==> src/rtl/serial_adder_n.sv <==
// Bit-serial adder/subtractor: one operand bit per clock through a single full-adder cell.
// Define SERIAL_ADDER_OVF_EN to compile in the signed-overflow register; otherwise ovf is tied to 0.
module serial_adder_n #(
    parameter int WIDTH = 8
) (
    input  logic             clk,
    input  logic             rst,
    input  logic             start,
    input  logic             sub,
    input  logic [WIDTH-1:0] a,
    input  logic [WIDTH-1:0] b,
    output logic             busy,
    output logic             done,
    output logic [WIDTH-1:0] sum,
    output logic             cout,
    output logic             ovf
);

    localparam int CW = $clog2(WIDTH) + 1;

    typedef enum logic {
        IDLE = 1'b0,
        RUN  = 1'b1
    } state_t;

    state_t           state_q, state_d;
    logic [WIDTH-1:0] a_sh_q, a_sh_d;
    logic [WIDTH-1:0] b_sh_q, b_sh_d;
    logic [WIDTH-1:0] s_sh_q, s_sh_d;
    logic [WIDTH-1:0] sum_q, sum_d;
    logic [CW-1:0]    cnt_q, cnt_d;
    logic             carry_q, carry_d;
    logic             cout_q, cout_d;
    logic             done_q, done_d;
    logic             s_bit, c_bit, last_bit;

    assign s_bit    = a_sh_q[0] ^ b_sh_q[0] ^ carry_q;
    assign c_bit    = (a_sh_q[0] & b_sh_q[0]) | (a_sh_q[0] & carry_q) | (b_sh_q[0] & carry_q);
    assign last_bit = (state_q == RUN) && (cnt_q == CW'(WIDTH - 1));

    // Next-state logic: operand capture in IDLE, one full-adder step per RUN cycle
    always_comb begin
        state_d = state_q;
        a_sh_d  = a_sh_q;
        b_sh_d  = b_sh_q;
        s_sh_d  = s_sh_q;
        sum_d   = sum_q;
        cnt_d   = cnt_q;
        carry_d = carry_q;
        cout_d  = cout_q;
        done_d  = 1'b0;
        case (state_q)
            IDLE: begin
                if (start) begin
                    a_sh_d  = a;
                    b_sh_d  = sub ? ~b : b;
                    carry_d = sub;
                    cnt_d   = {CW{1'b0}};
                    state_d = RUN;
                end else begin
                    state_d = IDLE;
                end
            end
            RUN: begin
                s_sh_d  = {s_bit, s_sh_q[WIDTH-1:1]};
                a_sh_d  = {1'b0, a_sh_q[WIDTH-1:1]};
                b_sh_d  = {1'b0, b_sh_q[WIDTH-1:1]};
                carry_d = c_bit;
                cnt_d   = cnt_q + {{(CW-1){1'b0}}, 1'b1};
                if (last_bit) begin
                    sum_d   = {s_bit, s_sh_q[WIDTH-1:1]};
                    cout_d  = c_bit;
                    done_d  = 1'b1;
                    state_d = IDLE;
                end else begin
                    state_d = RUN;
                end
            end
            default: begin
                state_d = IDLE;
            end
        endcase
    end

    // State and datapath registers with synchronous reset
    always_ff @(posedge clk) begin
        if (rst) begin
            state_q <= IDLE;
            a_sh_q  <= {WIDTH{1'b0}};
            b_sh_q  <= {WIDTH{1'b0}};
            s_sh_q  <= {WIDTH{1'b0}};
            sum_q   <= {WIDTH{1'b0}};
            cnt_q   <= {CW{1'b0}};
            carry_q <= 1'b0;
            cout_q  <= 1'b0;
            done_q  <= 1'b0;
        end else begin
            state_q <= state_d;
            a_sh_q  <= a_sh_d;
            b_sh_q  <= b_sh_d;
            s_sh_q  <= s_sh_d;
            sum_q   <= sum_d;
            cnt_q   <= cnt_d;
            carry_q <= carry_d;
            cout_q  <= cout_d;
            done_q  <= done_d;
        end
    end

`ifdef SERIAL_ADDER_OVF_EN
    logic ovf_q, ovf_d;

    // Overflow is carry into the MSB xor carry out of it, latched on the last bit
    always_comb begin
        ovf_d = ovf_q;
        if (last_bit) begin
            ovf_d = carry_q ^ c_bit;
        end else begin
            ovf_d = ovf_q;
        end
    end

    // Overflow register
    always_ff @(posedge clk) begin
        if (rst) begin
            ovf_q <= 1'b0;
        end else begin
            ovf_q <= ovf_d;
        end
    end

    assign ovf = ovf_q;
`else
    assign ovf = 1'b0;
`endif

    assign busy = (state_q == RUN);
    assign done = done_q;
    assign sum  = sum_q;
    assign cout = cout_q;

endmodule

==> config.mk <==
export PLATFORM = sky130hd
export DESIGN_NAME = serial_adder_n
export DESIGN_NICKNAME = d
export VERILOG_FILES = /design/src/rtl/serial_adder_n.sv
export SDC_FILE = /design/constraint.sdc
export NUM_CORES = 1
export LEC_CHECK = 0
export ABC_AREA = 1
export CAP_MARGIN = 10
export CELL_PAD_IN_SITES_DETAIL_PLACEMENT = 0
export CELL_PAD_IN_SITES_GLOBAL_PLACEMENT = 1
export CORE_AREA = 2 2 64 66
export CTS_CLUSTER_SIZE = 28
export DETAILED_ROUTE_END_ITERATION = 8
export DIE_AREA = 0 0 66 68
export DONT_BUFFER_PORTS = 1
export GPL_TIMING_DRIVEN = 1
export MAX_ROUTING_LAYER = met4
export PLACE_DENSITY = 0.77
export SYNTH_ARGS = -nofsm -noshare
export SYNTH_HDL_FRONTEND = slang
export SYNTH_SLANG_ARGS = --single-unit
==> constraint.sdc <==
create_clock -name clk -period 2.44 [get_ports clk]
set_input_delay 0.488 -clock clk [delete_from_list [all_inputs] [get_ports clk]]
set_output_delay 0.488 -clock clk [all_outputs]
set_load 0.05 [all_outputs]
======== Yosys cells after proc, flatten, opt, wreduce, memory -nomap -nowiden ========
Index checks and enable logic that the tools add are counted.
storage, ports and cells
  word-level logic and storage cells ...... 37
  output and inout bits ................... 12
  flip-flop bits (word level) ............. 40
  input bits .............................. 20
operators by class
  equal/unequal tests ..................... 2
  $add $sub $neg .......................... 1
  bitwise gates (word level) .............. 9
  multiplexer cells ....................... 13
  reductions and logical operators ........ 3
operators with widths
  kind                                            number
  case mux 8 bit (2 select lines)                 2
  two-way mux 8 bit                               3
  NOT 8 bit                                       1
  case mux 4 bit (2 select lines)                 1
  adder 4 x 1 -> 4 bit (second input constant)    1
  == test 4 x 3 -> 1 bit (second input constant)  1
  two-way mux 1 bit                               4
  two-way mux 4 bit                               1
  case mux 1 bit (2 select lines)                 2
  AND 1 bit                                       3
  != test 2 bit (second input constant)           1
  OR 1 bit                                        2
  AND reduction 2 bit                             1
  OR reduction 2 bit                              1
  bitwise XOR 1 bit                               2
  logical AND 1 bit                               1
  NOT 1 bit                                       1

======== Logic depth before layout (Yosys ltp) ========
  depth after elaboration ................. 4
  mapped depth ............................ 7
  mapped depth without buffers ............ 6

======== Least setup slack after synthesis ========
No wires, ideal clock.
  path kind ............................... reg-to-reg
  from .................................... register state_q, in the netlist busy
  to ...................................... register cout_q, in the netlist cout
  arrival time ............................ 1.317 ns
  path slack .............................. 1.009 ns
  period minus slack after synthesis ...... 1.431 ns
  path buffers ............................ 2
  library setup time ...................... 0.114 ns
  data required time ...................... 2.326 ns
  stages on the path, launching flop included .. 6
  path through ............................ dfxtp_1 -> buf_6 -> buf_4 -> nand3_2 -> nand3_1 -> nand2_1
on the way
  longest elaborated chain between the ends .. 2
ends and longest elaborated chain
  element                                 line  source
  start: declaration                      26    state_t state_q, state_d;
  start signal: assignment                98    state_q <= state_d;
  logical AND 1 bit                       39    assign last_bit = (state_q == RUN) && (cnt_q == CW'(WIDTH - 1));
  AND reduction 2 bit (no source line) *  n/a
  end signal: assignment                  105   cout_q <= cout_d;
  end: declaration                        33    logic cout_q, cout_d;
Mark *: on every way between the ends. The rest lies on a longest branch, timed or not.
A chain may end at the register's enable or synchronous reset.

======== Worst setup path in the final report ========
  from .................................... register state_q, in the netlist busy
  to ...................................... output busy
RTL lines
  element           line  source
  end: declaration  12    output logic busy,
No word-level cell between the ends.

==> qor.yml <==
fin_nets: 271
worst_pin_slew_ns: 0.8479
netlist_area_um2: 1742
yosysTopAreaCellShare: 0.4483
rsz0062_at_grt: "false"
drc: 0
path_clk_slew_ns: 0.08
die_y_um: 68
num_rows: 23
synthToLayoutAreaGrowth_pct: 7.184
grt_max_degree: 36
drt_iter0_drc: 64
critPathLaunchType: "register"
crit_path_top_delay_cell: "dfxtp_1"
cts.repair.resized: 0
numPortBuffers: 0
final_common_cell: "nand2_1"
cts_tree: "done"
clockRootBuffer: "clkbuf_8"
cp.required_ns: 1.95
totalNegativeSetupSlack_ns: 0
ys_warn_count: 0
r2r_slack_ns: 0.85
first_pass_iters: 5
whs_ns: 0.2553
drive_above_1_share: 0.06400
clk_latency_ns: 0.29
synth_ff_type: "dfxtp_1"
cpPeakStageDelay_ns: 0.62
numCtsBuffers: 5
first_global_vias: 1304
synth_fp_nets: 274
clock-sinks: 39
clock_skew_ns: 0.006049
critPathTopFamily: "flip-flops"
syn_inst: 252
via_count: 1462
grt_remaining_overflow: 0
power_density_nw_per_um2: 723.1
ys_ff_latch: 39
finalHoldViolCount: 0
cp.arrival_ns: 1.24
ioPinCount: 32
ir_drop_v: 0.0002672
post-route-period-util: 0.7084
fillCellCount: 406
min_path_type: "input pin to register"
fin_crit_ns: 1.728
crit_path_cell_trace: "buf_4"
drt_wl_total_um: 3455
async_flop_share: 0
core_um2: 3856
htree_levels: 2
grt_pass1_wl_um: 5906
fin_area_um2: 1867
ant_nets: 0
layout_common_cells: "79 x nand2_1, 39 x dfxtp_1, 37 x nand3_1"
antenna_cells: 0
hold_buffers: 0
synth_cell_types: 20
cp_max_fo: 12
slew_headroom: 0.4313
routedWlPerCell_um: 11.52
endpoint_kind: "output pin"
post_cts_buffers: 0
max_freq_mhz: 578.5
cp_num_buf_inv: 1
gr-usage-all-layers: 0.1778
dieArea_um2: 4488
critical_path_class: "register to output pin"
maxCapViolCount: 0
start_util: 0.4517
clockBufferDepth: 2
dieWidth_um: 66
slew_violations: 0
gp_congestion: 0.7107
leakagePower_uw: 0.0009538
setup_viol: 0
viasPerCell: 4.873
synth_largest_area_cell: "dfxtp_1"
postSynthAreaPerCell_um2: 6.911
placed_area_um2: 1749
yosys-top-cells-area: "dfxtp_1 45%, nand2_1 17%, nand3_1 11%"
grt_antenna_before_repair: 0
dp_hpwl_um: 2318
synth-edff-count: 0
synth-seq-area-share: 0.4483
status: "completed"
-- kinds of logic after synthesis --
group	after synthesis	synth area share
compound gates	27	0.07759
fa+ha+maj	2	0.01868
buf+inv	41	0.1049
flops	39	0.4483
other cells	1	0.002153
simple gates	142	0.3484
-- through the flow --
stage / instances / power, uW / worst slack, ns / util
floorplan: 252 / 801.3 / 1.009 / -
global placement: 292 / 813.7 / 0.7738 / 0.4536
detailed placement: 292 / 814.1 / 0.7175 / 0.4536
CTS: 300 / 1369 / 0.7009 / 0.4841
global route: 300 / 1426 / 0.6403 / 0.4841
finish: 300 / 1350 / 0.7115 / 0.4841
-- worst reg2reg max path: stages (launching register included) --
cell     delay, ns
dfxtp_1       0.62
buf_4         0.29
nand2_4       0.07
nor3_4        0.34
nand3_1       0.14
nand2_1       0.08
-- worst paths after layout --
kind | endpoint | cells after the start | start
worst min-delay path | a_sh_q[7] | 1 | rst
worst max-delay path | busy | 1 | busy
worst min register to register | a_sh_q[7] | 2 | a_sh_q[7]
worst max register to register | sum[1] | 5 | busy
-- cell type report --
class                   count  area [um^2]  share of cell area
flip-flops and latches     39        780.7              0.4182
multi-input cells         172        778.2              0.4169
inverters                  28        105.1             0.05630
clock buffers               6        82.58             0.04424
well taps                  50        62.56             0.03351
clock inverters             2        35.03             0.01877
repair buffers              3        22.52             0.01206
-- synthesized netlist by cell type, types with 2 or more instances --
cell type	n
o21ai_0	7
dfxtp_1	39
clkbuf_1	3
inv_2	2
nand2_1	79
inv_1	25
buf_2	5
buf_4	4
a21oi_1	20
nand3_1	37
nor2_1	22
-- metal layers --
layer / track usage / part of all wire
met1: 0.2201 / 0.47
met2: 0.2753 / 0.46
met3: 0.06250 / 0.060
met4: 0.05357 / 0.0090
met5: - / 0
-- power by group --
group	total [uW]	leakage (uW)	internal (uW)	switching [uW]
combinational	113	0.000574	38.9	74.2
sequential	685	0.000318	664	20.2
clock	552	0.0000612	331	221
total	1350	0.000954	1030	316
-- registers in the layout, indices dropped and copies added (netlist names) --
name     flops
a_sh_q       8
b_sh_q       8
busy         1
carry_q      1
cnt_q        4
cout         1
done         1
s_sh_q       7
sum          8
Note: power is estimated with default switching activity, not from simulation.
